==> src/rtl/fir_pkg.sv <==
// ----------------------------------------------------------------------------
// fir_pkg
//   Shared constants and types for the FIR multiply-accumulate engine.
//   - fir_state_e : engine FSM state encoding
//   - COEF_FRAC   : fractional bits of the Q2.30 coefficients
//   - DC_OFFSET   : mid-scale offset removed from / restored to samples
//   - ROUND_C     : half-LSB added before the fractional shift
//   - SAT_MIN/MAX : unsigned 16-bit result clamp
// ----------------------------------------------------------------------------
package fir_pkg;

    typedef enum logic [1:0] {
        ST_IDLE   = 2'd0,
        ST_RUN    = 2'd1,
        ST_DRAIN  = 2'd2,
        ST_FINISH = 2'd3
    } fir_state_e;

    localparam int          NTAPS_DEF = 23;
    localparam int          ACC_W_DEF = 56;

    localparam int          COEF_FRAC = 30;
    localparam logic [15:0] DC_OFFSET = 16'h8000;

    // Round half up: add 2^(COEF_FRAC-1) before the arithmetic shift.
    localparam int unsigned ROUND_C   = 32'd1 << (COEF_FRAC - 1);

    // Pipeline flush after the last address: BRAM read, operand, product.
    localparam int          DRAIN_CYC = 3;

    localparam logic [15:0] SAT_MIN   = 16'h0000;
    localparam logic [15:0] SAT_MAX   = 16'hFFFF;

endpackage

==> src/rtl/fir_mac.sv <==
// ----------------------------------------------------------------------------
// fir_mac
//   Operand register, signed multiply and full-precision accumulate.
//   The valid shift register tracks each tap through the three stages so
//   only real BRAM data ever reaches the accumulator.
//
// Ports
//   clk, rstn   : clock, synchronous active-low reset
//   clr_i       : clear accumulator (entry to RUN)
//   en_i        : a BRAM read is being issued this cycle
//   dc_i        : subtract mid-scale from the sample (DC-offset mode)
//   x_i         : sample read data (unsigned)
//   c_i         : coefficient read data (signed Q2.30)
//   acc_nxt_o   : accumulator next-state value (includes the product
//                 being added this cycle)
// ----------------------------------------------------------------------------
module fir_mac
    import fir_pkg::*;
#(
    parameter int XW    = 16,
    parameter int CW    = 32,
    parameter int ACC_W = ACC_W_DEF
) (
    input  logic                    clk,
    input  logic                    rstn,
    input  logic                    clr_i,
    input  logic                    en_i,
    input  logic                    dc_i,
    input  logic [XW-1:0]           x_i,
    input  logic [CW-1:0]           c_i,
    output logic signed [ACC_W-1:0] acc_nxt_o
);

    localparam int SW = XW + 1;      // signed sample operand width
    localparam int PW = SW + CW;     // full product width

    localparam logic [SW-1:0] OFFS = SW'(DC_OFFSET);

    // [0] BRAM data valid, [1] operands valid, [2] product valid
    logic [2:0]              vld_pipe_q;

    logic signed [SW-1:0]    s_d, s_q;
    logic signed [CW-1:0]    c_q;
    logic signed [PW-1:0]    p_d, p_q;
    logic signed [ACC_W-1:0] acc_q;

    always_comb begin
        // In DC mode the unsigned sample is re-centred around zero.
        s_d = {1'b0, x_i} - (dc_i ? OFFS : '0);
        // Both operands sign-extended to the product width; the true
        // product always fits, so the modular result is exact.
        p_d = {{CW{s_q[SW-1]}}, s_q} * {{SW{c_q[CW-1]}}, c_q};
        acc_nxt_o = acc_q + (vld_pipe_q[2] ? {{(ACC_W-PW){p_q[PW-1]}}, p_q}
                                           : '0);
    end

    always_ff @(posedge clk) begin
        if (!rstn) begin
            vld_pipe_q <= '0;
            s_q        <= '0;
            c_q        <= '0;
            p_q        <= '0;
            acc_q      <= '0;
        end else begin
            vld_pipe_q <= {vld_pipe_q[1:0], en_i};
            if (vld_pipe_q[0]) begin
                s_q <= s_d;
                c_q <= c_i;
            end
            if (vld_pipe_q[1]) begin
                p_q <= p_d;
            end
            acc_q <= clr_i ? '0 : acc_nxt_o;
        end
    end

endmodule

==> src/rtl/fir_mac_engine.sv <==
// ----------------------------------------------------------------------------
// fir_mac_engine
//   FIR multiply-accumulate engine answering the ap_start/ap_done filter
//   handshake. Each run reads NTAPS sample/coefficient pairs, accumulates
//   their products, then rounds, optionally restores the DC offset,
//   saturates to 16 bits and presents the result with a one-cycle ap_done.
//
// Ports
//   clk, rstn          : clock, synchronous active-low reset
//   ap_start           : run request, sampled only while idle
//   ap_done / ap_ready : one-cycle completion pulse (identical)
//   ap_idle            : engine is idle
//   ap_return          : filtered sample, held until the next ap_done
//   x_ant_*            : sample BRAM read port (1-cycle latency)
//   x_coefs_*          : coefficient BRAM read port (1-cycle latency)
//   dcValEn            : DC-offset mode, static during a run
// ----------------------------------------------------------------------------
module fir_mac_engine
    import fir_pkg::*;
#(
    parameter int NTAPS           = NTAPS_DEF,
    parameter int XADC_DATA_SIZE  = 16,
    parameter int XANT_ADDR_SIZE  = 5,
    parameter int XCOEF_DATA_SIZE = 32,
    parameter int XCOEF_ADDR_SIZE = 5,
    parameter int ACC_W           = ACC_W_DEF
) (
    input  logic                       clk,
    input  logic                       rstn,
    input  logic                       ap_start,
    output logic                       ap_done,
    output logic                       ap_idle,
    output logic                       ap_ready,
    output logic [XADC_DATA_SIZE-1:0]  ap_return,
    output logic [XANT_ADDR_SIZE-1:0]  x_ant_address0,
    output logic                       x_ant_ce0,
    input  logic [XADC_DATA_SIZE-1:0]  x_ant_q0,
    output logic [XCOEF_ADDR_SIZE-1:0] x_coefs_address0,
    output logic                       x_coefs_ce0,
    input  logic [XCOEF_DATA_SIZE-1:0] x_coefs_q0,
    input  logic                       dcValEn
);

    // One counter drives both address buses, sized for the wider one.
    localparam int CNT_W = (XANT_ADDR_SIZE > XCOEF_ADDR_SIZE) ?
                           XANT_ADDR_SIZE : XCOEF_ADDR_SIZE;
    localparam logic [CNT_W-1:0] LAST_ADDR = CNT_W'(NTAPS - 1);
    localparam logic [1:0]       LAST_DRN  = 2'(DRAIN_CYC - 1);

    localparam logic signed [ACC_W-1:0] RND   = ACC_W'(ROUND_C);
    localparam logic signed [ACC_W-1:0] OFFS  = ACC_W'(DC_OFFSET);
    localparam logic signed [ACC_W-1:0] SMAX  = ACC_W'(SAT_MAX);

    fir_state_e                 state_q;
    logic [CNT_W-1:0]           addr_q;
    logic                       ce_q;
    logic [1:0]                 dcnt_q;
    logic                       done_q;
    logic                       idle_q;
    logic [XADC_DATA_SIZE-1:0]  ret_q;

    logic                       clr;
    logic signed [ACC_W-1:0]    acc_nxt;
    logic signed [ACC_W-1:0]    rnd_sum;
    logic signed [ACC_W-1:0]    r_sh;
    logic signed [ACC_W-1:0]    r_off;
    logic [XADC_DATA_SIZE-1:0]  sat_d;

    // ------------------------------------------------------------------
    // Datapath
    // ------------------------------------------------------------------
    assign clr = (state_q == ST_IDLE) && ap_start;

    fir_mac #(
        .XW    (XADC_DATA_SIZE),
        .CW    (XCOEF_DATA_SIZE),
        .ACC_W (ACC_W)
    ) u_mac (
        .clk       (clk),
        .rstn      (rstn),
        .clr_i     (clr),
        .en_i      (ce_q),
        .dc_i      (dcValEn),
        .x_i       (x_ant_q0),
        .c_i       (x_coefs_q0),
        .acc_nxt_o (acc_nxt)
    );

    // Round/offset/saturate works on the accumulator's next value so the
    // result can be registered on the same edge as the final accumulate.
    always_comb begin
        rnd_sum = acc_nxt + RND;
        r_sh    = rnd_sum >>> COEF_FRAC;
        r_off   = r_sh + (dcValEn ? OFFS : '0);
        if (r_off < 0) begin
            sat_d = SAT_MIN;
        end else if (r_off > SMAX) begin
            sat_d = SAT_MAX;
        end else begin
            sat_d = r_off[XADC_DATA_SIZE-1:0];
        end
    end

    // ------------------------------------------------------------------
    // Control FSM; every handshake and BRAM output is a register.
    // ------------------------------------------------------------------
    always_ff @(posedge clk) begin
        if (!rstn) begin
            state_q <= ST_IDLE;
            addr_q  <= '0;
            ce_q    <= 1'b0;
            dcnt_q  <= '0;
            done_q  <= 1'b0;
            idle_q  <= 1'b1;
            ret_q   <= '0;
        end else begin
            done_q <= 1'b0;
            case (state_q)
                ST_IDLE: begin
                    if (ap_start) begin
                        state_q <= ST_RUN;
                        addr_q  <= '0;
                        ce_q    <= 1'b1;
                        idle_q  <= 1'b0;
                    end
                end
                ST_RUN: begin
                    if (addr_q == LAST_ADDR) begin
                        state_q <= ST_DRAIN;
                        addr_q  <= '0;
                        ce_q    <= 1'b0;
                        dcnt_q  <= '0;
                    end else begin
                        addr_q <= addr_q + 1'b1;
                    end
                end
                ST_DRAIN: begin
                    if (dcnt_q == LAST_DRN) begin
                        state_q <= ST_FINISH;
                        done_q  <= 1'b1;
                        ret_q   <= sat_d;
                    end else begin
                        dcnt_q <= dcnt_q + 1'b1;
                    end
                end
                ST_FINISH: begin
                    state_q <= ST_IDLE;
                    idle_q  <= 1'b1;
                end
                default: begin
                    state_q <= ST_IDLE;
                    idle_q  <= 1'b1;
                end
            endcase
        end
    end

    assign ap_done          = done_q;
    assign ap_ready         = done_q;
    assign ap_idle          = idle_q;
    assign ap_return        = ret_q;
    assign x_ant_address0   = addr_q[XANT_ADDR_SIZE-1:0];
    assign x_coefs_address0 = addr_q[XCOEF_ADDR_SIZE-1:0];
    assign x_ant_ce0        = ce_q;
    assign x_coefs_ce0      = ce_q;

endmodule

==> config.mk <==
export PLATFORM = sky130hd
export DESIGN_NAME = fir_mac_engine
export DESIGN_NICKNAME = d
export VERILOG_FILES = /design/src/rtl/fir_pkg.sv /design/src/rtl/fir_mac.sv /design/src/rtl/fir_mac_engine.sv
export SDC_FILE = /design/constraint.sdc
export NUM_CORES = 2
export LEC_CHECK = 0
export ABC_AREA = 1
export BUFFER_PORTS_ARGS = -buffer_cell sky130_fd_sc_hd__buf_2
export CAP_MARGIN = 20
export CORE_MARGIN = 2
export CORE_UTILIZATION = 66
export CTS_CLUSTER_SIZE = 30
export DETAILED_ROUTE_END_ITERATION = 16
export GPL_ROUTABILITY_DRIVEN = 0
export PLACE_DENSITY = 0.88
export SLEW_MARGIN = 20
export SYNTH_ARGS = -nofsm -noshare
export SYNTH_HDL_FRONTEND = slang
export SYNTH_SLANG_ARGS = --single-unit
==> constraint.sdc <==
create_clock -name clk -period 8.8 [get_ports clk]
set_input_delay 0.44 -clock clk [delete_from_list [all_inputs] [get_ports clk]]
set_output_delay 0.44 -clock clk [all_outputs]
set_load 0.02 [all_outputs]
; ---- Yosys cells after proc, flatten, opt, wreduce, memory -nomap -nowiden
; Cells that the tools add are included.
[classes]
add_sub_neg = 6
multipliers = 1
order_cmp = 2
n_eq_ne = 9
n_mux = 21
bitwise = 1
n_reduce_logical = 13
[op_table]
columns = operator, count
row1 = 16-bit two-way mux, 4
row2 = "56-bit by 31-bit adder with 56-bit output, second input constant", 1
row3 = 56-bit adder, 1
row4 = 56-bit two-way mux, 1
row5 = 17-bit by 32-bit multiplier with 49-bit output, 1
row6 = 26-bit by 17-bit adder with 27-bit output, 1
row7 = "27-bit by 17-bit greater-than comparator with 1-bit output, second input constant", 1
row8 = "27-bit by 1-bit less-than comparator with 1-bit output, second input constant", 1
row9 = 16-bit by 17-bit subtractor with 17-bit output, 1
row10 = 2-bit two-way mux, 5
row11 = 5-bit two-way mux, 2
row12 = 5-bit case mux with 2 select lines, 1
row13 = 3-bit AND reduction, 3
row14 = "2-bit != test, second input constant", 4
row15 = 2-bit case mux with 4 select lines, 1
row16 = 2-bit AND reduction, 4
row17 = "2-bit == test, second input constant", 3
row18 = 2-bit nonzero test, 3
row19 = "5-bit by 1-bit adder with 5-bit output, second input constant", 1
row20 = "5-bit == test, second input constant", 1
row21 = 1-bit two-way mux, 4
row22 = 1-bit case mux with 2 select lines, 2
row23 = 2-bit case mux with 2 select lines, 1
row24 = "2-bit by 1-bit adder with 2-bit output, second input constant", 1
row25 = 5 further kinds, 5
[totals]
regBits = 185
in_bits = 52

; ---- Depth between registers and ports, before layout
[logic_depth]
ltp_word = 7
ltp_mapped = 40
ltp_nobuf = 37

; ---- Modules after synthesis
; Synthesis repeated with hierarchy kept, for this count alone.
[unflattened]
hier_cells = 4965
hier_area_um2 = 33453.3
[modules_own_cells]
columns = module, n_inst, cells_per_inst, area_each_um2
row1 = fir_mac, 1, 4581, 30877.1
row2 = fir_mac_engine, 1, 384, 2576.2

; ---- Least setup slack after synthesis
; OpenSTA, ideal clock, no wires.
[synth_path]
kind = register to register
from = register u_mac.c_q[11]
to = register u_mac.p_q[42]
setup_time_ps = 113
arrival_ps = 6451
setup_slack_ps = 2236
path_stages_with_launch = 28
period_less_slack_ps = 6564
cell_sequence = dfxtp_1 clkbuf_1 clkbuf_1 nand2_1 fa_1 inv_1 fa_1 fa_1 fa_1 inv_1 fa_1 inv_1 fa_1 ha_1 a21oi_1 o21ai_0 o21bai_1 a21boi_0 o21ai_1 a21boi_0 o21bai_1 a21oi_1 o21ai_0 a21boi_1 o21ai_0 xor2_1 o21ai_1 inv_1
[synth_between]
elab_chain_cells = 1
[synth_rtl]
columns = item, line_no
row1 = "start, declared", fir_mac.sv:43  ; logic signed [CW-1:0] c_q;
row2 = "start signal, assigned", fir_mac.sv:68  ; c_q <= c_i;
row3 = 17-bit by 32-bit multiplier with 49-bit output, fir_mac.sv:52  ; p_d = {{CW{s_q[SW-1]}}, s_q} * {{SW{c_q[CW-1]}}, c_q};
row4 = "end signal, assigned", fir_mac.sv:71  ; p_q <= p_d;
row5 = "end, declared", fir_mac.sv:44  ; logic signed [PW-1:0] p_d, p_q;
; Every way passes these cells.
; A chain may end at the register's enable or synchronous reset.

; ---- Worst setup path after layout
[layout_path]
from = register u_mac.s_q[2]
to = register u_mac.p_q[48]
[layout_between]
elab_chain_cells = 1
[layout_rtl]
columns = item, line_no
row1 = "start, declared", fir_mac.sv:42  ; logic signed [SW-1:0] s_d, s_q;
row2 = "start signal, assigned", fir_mac.sv:60  ; s_q <= '0;
row3 = "start signal, assigned", fir_mac.sv:67  ; s_q <= s_d;
row4 = 17-bit by 32-bit multiplier with 49-bit output, fir_mac.sv:52
; Every way passes these cells.

==> impl_metrics.json <==
{
  "outcome": "complete, no violations",
  "cts_buffer_depth": 2,
  "critPathCaptureType": "flop",
  "overflow": 0,
  "die_w_um": 225,
  "dpl_cell_area_um2": 33100,
  "yosysTopAreaCell": "fa_1",
  "via_count": 28545,
  "path_max_fanout": 19,
  "antenna_cells": 0,
  "worst_pin_slew_ps": 1080,
  "drc": 0,
  "antenna_left": 0,
  "path_class": "reg -> reg",
  "ir_worst_vdd_uv": 122,
  "cp-startpoint": "u_mac.s_q[2]",
  "synth_edf_count": 0,
  "ys_warn_count": 0,
  "clock_latency_ps": 520,
  "hp-class": "in -> reg",
  "p_leak_nw": 18.7,
  "rows": 81,
  "hold_path_depth": 3,
  "rsz0062_at_grt": "false",
  "cts_hold_repair.buffers": 0,
  "finalCritPeriodShare_pct": 84.0,
  "area_growth_pct": 3.98,
  "critPathRequiredTime_ps": 9210,
  "start_util_pct": 66.5,
  "finalPower_w": 0.00371,
  "final_cell_mix": "nand2_1 (1,232), inv_1 (1,116), fa_1 (522)",
  "final_common_cell": "nand2_1",
  "ys_dominant_reg_cell": "dfxtp_1",
  "r2r-start": "u_mac.s_q[2]",
  "syn_inst": 4582,
  "drt_iter0_markers": 2791,
  "postCtsResizedCells": 0,
  "grt_pass1_wl_mm": 143,
  "min_period_ps": 7390,
  "syn_area_um2": 32400,
  "cp-start-kind": "flop",
  "hpwl_mm": 69.9,
  "die-area_um2": 50800,
  "grt_usage_pct": 35.7,
  "regArea_um2": 3710,
  "hold_ws_ps": 144,
  "synth-seq-area-share_pct": 11.4,
  "reg2regPathDepth": 27,
  "finClkSkew_ps": 22.4,
  "relSlewSlack_pct": 27.7,
  "ys_types": 57,
  "drv_cap": 0,
  "grt_pass1_vias": 29651,
  "wl_mm": 86.4,
  "drive_gt1_share_pct": 8.93,
  "grt_max_degree": 73,
  "cts_tree": "yes",
  "synth-async-reset-ratio_pct": 0,
  "coreArea_um2": 48600,
  "final.setup.tns_ps": 0,
  "power_per_cell_area_nw_per_um2": 110,
  "syn_nets": 5337,
  "postSynthAreaPerCell_um2": 7.06,
  "drv_slew": 0,
  "cts_setup_buffers": 0,
  "finalHoldViolations": 0,
  "path_clk_slew_ps": 80,
  "multi_input_area_um2": 23500,
  "cts.sinks": 185,
  "htree_levels": 4,
  "first_pass_iters": 6,
  "finalSetupViolCount": 0,
  "ys_top_cells_by_area": "fa_1 (32%), nand2_1 (14%), inv_1 (13%)",
  "nNetsFinal": 5289,
  "ys_seq_elements": 185,
  "n_fill_cell": 3840,
  "wl_per_cell_um": 16.7,
  "port_buffers": 82,
  "synth_top_area_share_pct": 32.3,
  "arrival_ps": 7800,
  "hold_start": "x_coefs_q0[24]",
  "ioPinCount": 83,
  "postLayoutCellArea_um2": 33600,
  "cts_root_buf": "clkbuf_16",
  "die_y_um": 225,
  "numCtsBuffers": 17,
  "antenna_found_initial": 1,
  "vias_per_cell": 5.52,
  "fmax_mhz": 135
}
## power breakdown
part | switching [W] | internal (W)
sequential | 0.000216 | 0.000917
clock | 0.000430 | 0.000398
combinational | 0.00112 | 0.000626
## cells by family after synthesis
| family | share of synthesized area [%] |
|---|---|
| and+or+nand+nor | 25.7 |
| buffers and inverters | 15.8 |
| adders and majority gates | 39.3 |
| AOI/OAI and AO/OA | 5.50 |
| DFF | 11.4 |
| xor gates and xnor gates | 2.22 |
## critical path, stage by stage (launching register included)
cell and delay [ps]:
dfxtp_1 860, nand2_1 180, fa_1 570, inv_1 70, fa_1 600, fa_1 460, fa_1 550, inv_1 50
fa_1 480, inv_1 50, fa_1 430, ha_1 340, a21oi_1 160, o21ai_0 100, o21bai_1 190, a21boi_0 310
o21ai_1 220, a21oi_1 280, o21bai_1 140, nand2_1 80, nand2_1 80, a21oi_1 290, nor3_1 80, nor2_1 210
o21ai_0 130, xor2_1 160, o21ai_0 150, inv_1 50
## layout make-up
type                    instances  area share (%)
well taps                     622            2.31
flip-flops and latches        185            11.0
multi-input cells            3054            70.0
clock buffers                  20            1.39
repair buffers                121            2.09
inverters                    1155            12.9
clock inverters                12           0.357
## cells in the mapped netlist, types with 20 or more instances
cell type	count
nor2_2	39
nand2_2	80
nand2_1	1232
xnor2_1	23
dfxtp_1	185
inv_1	1118
fa_1	522
nand4_1	38
xor2_1	59
inv_2	33
o21ai_0	135
nand3_1	86
ha_1	181
clkbuf_1	169
nor2_4	20
or2_2	33
a21oi_1	127
nor2_1	357
## path summary, 6_finish.rpt
| kind | to | slack (ps) |
|---|---|---|
| max | u_mac.p_q[48] | 1410 |
| min | u_mac.c_q[24] | 140 |
| max reg2reg | u_mac.p_q[48] | 1410 |
| min reg2reg | u_mac.vld_pipe_q[0] | 460 |
## through the flow
step,std cells,util (%),worst slack (ps)
finish,5169,69.2,1410
global route,5169,69.2,851
CTS,5169,69.2,1510
detailed placement,5137,68.0,1530
floorplan,4582,-,2240
global placement,5137,68.0,1630
## per-layer routing
metal | routed length [um] | share of wire [%] | GRT usage, %
met2 | 40500 | 47 | 59.3
met4 | 4870 | 5.6 | 19.8
met3 | 9430 | 11 | 8.21
met5 | 0 | 0 | 0
met1 | 31600 | 37 | 43.2
## state kept, by name, indices dropped and copies added (netlist names)
signal,cells
x_ant_ce0,1
u_mac.p_q,49
ap_idle,1
ap_done,1
state_q,2
u_mac.acc_q,56
ap_return,16
u_mac.c_q,32
x_ant_address0,5
dcnt_q,2
u_mac.vld_pipe_q,3
u_mac.s_q,17
Power figures use the tool's default switching activity.
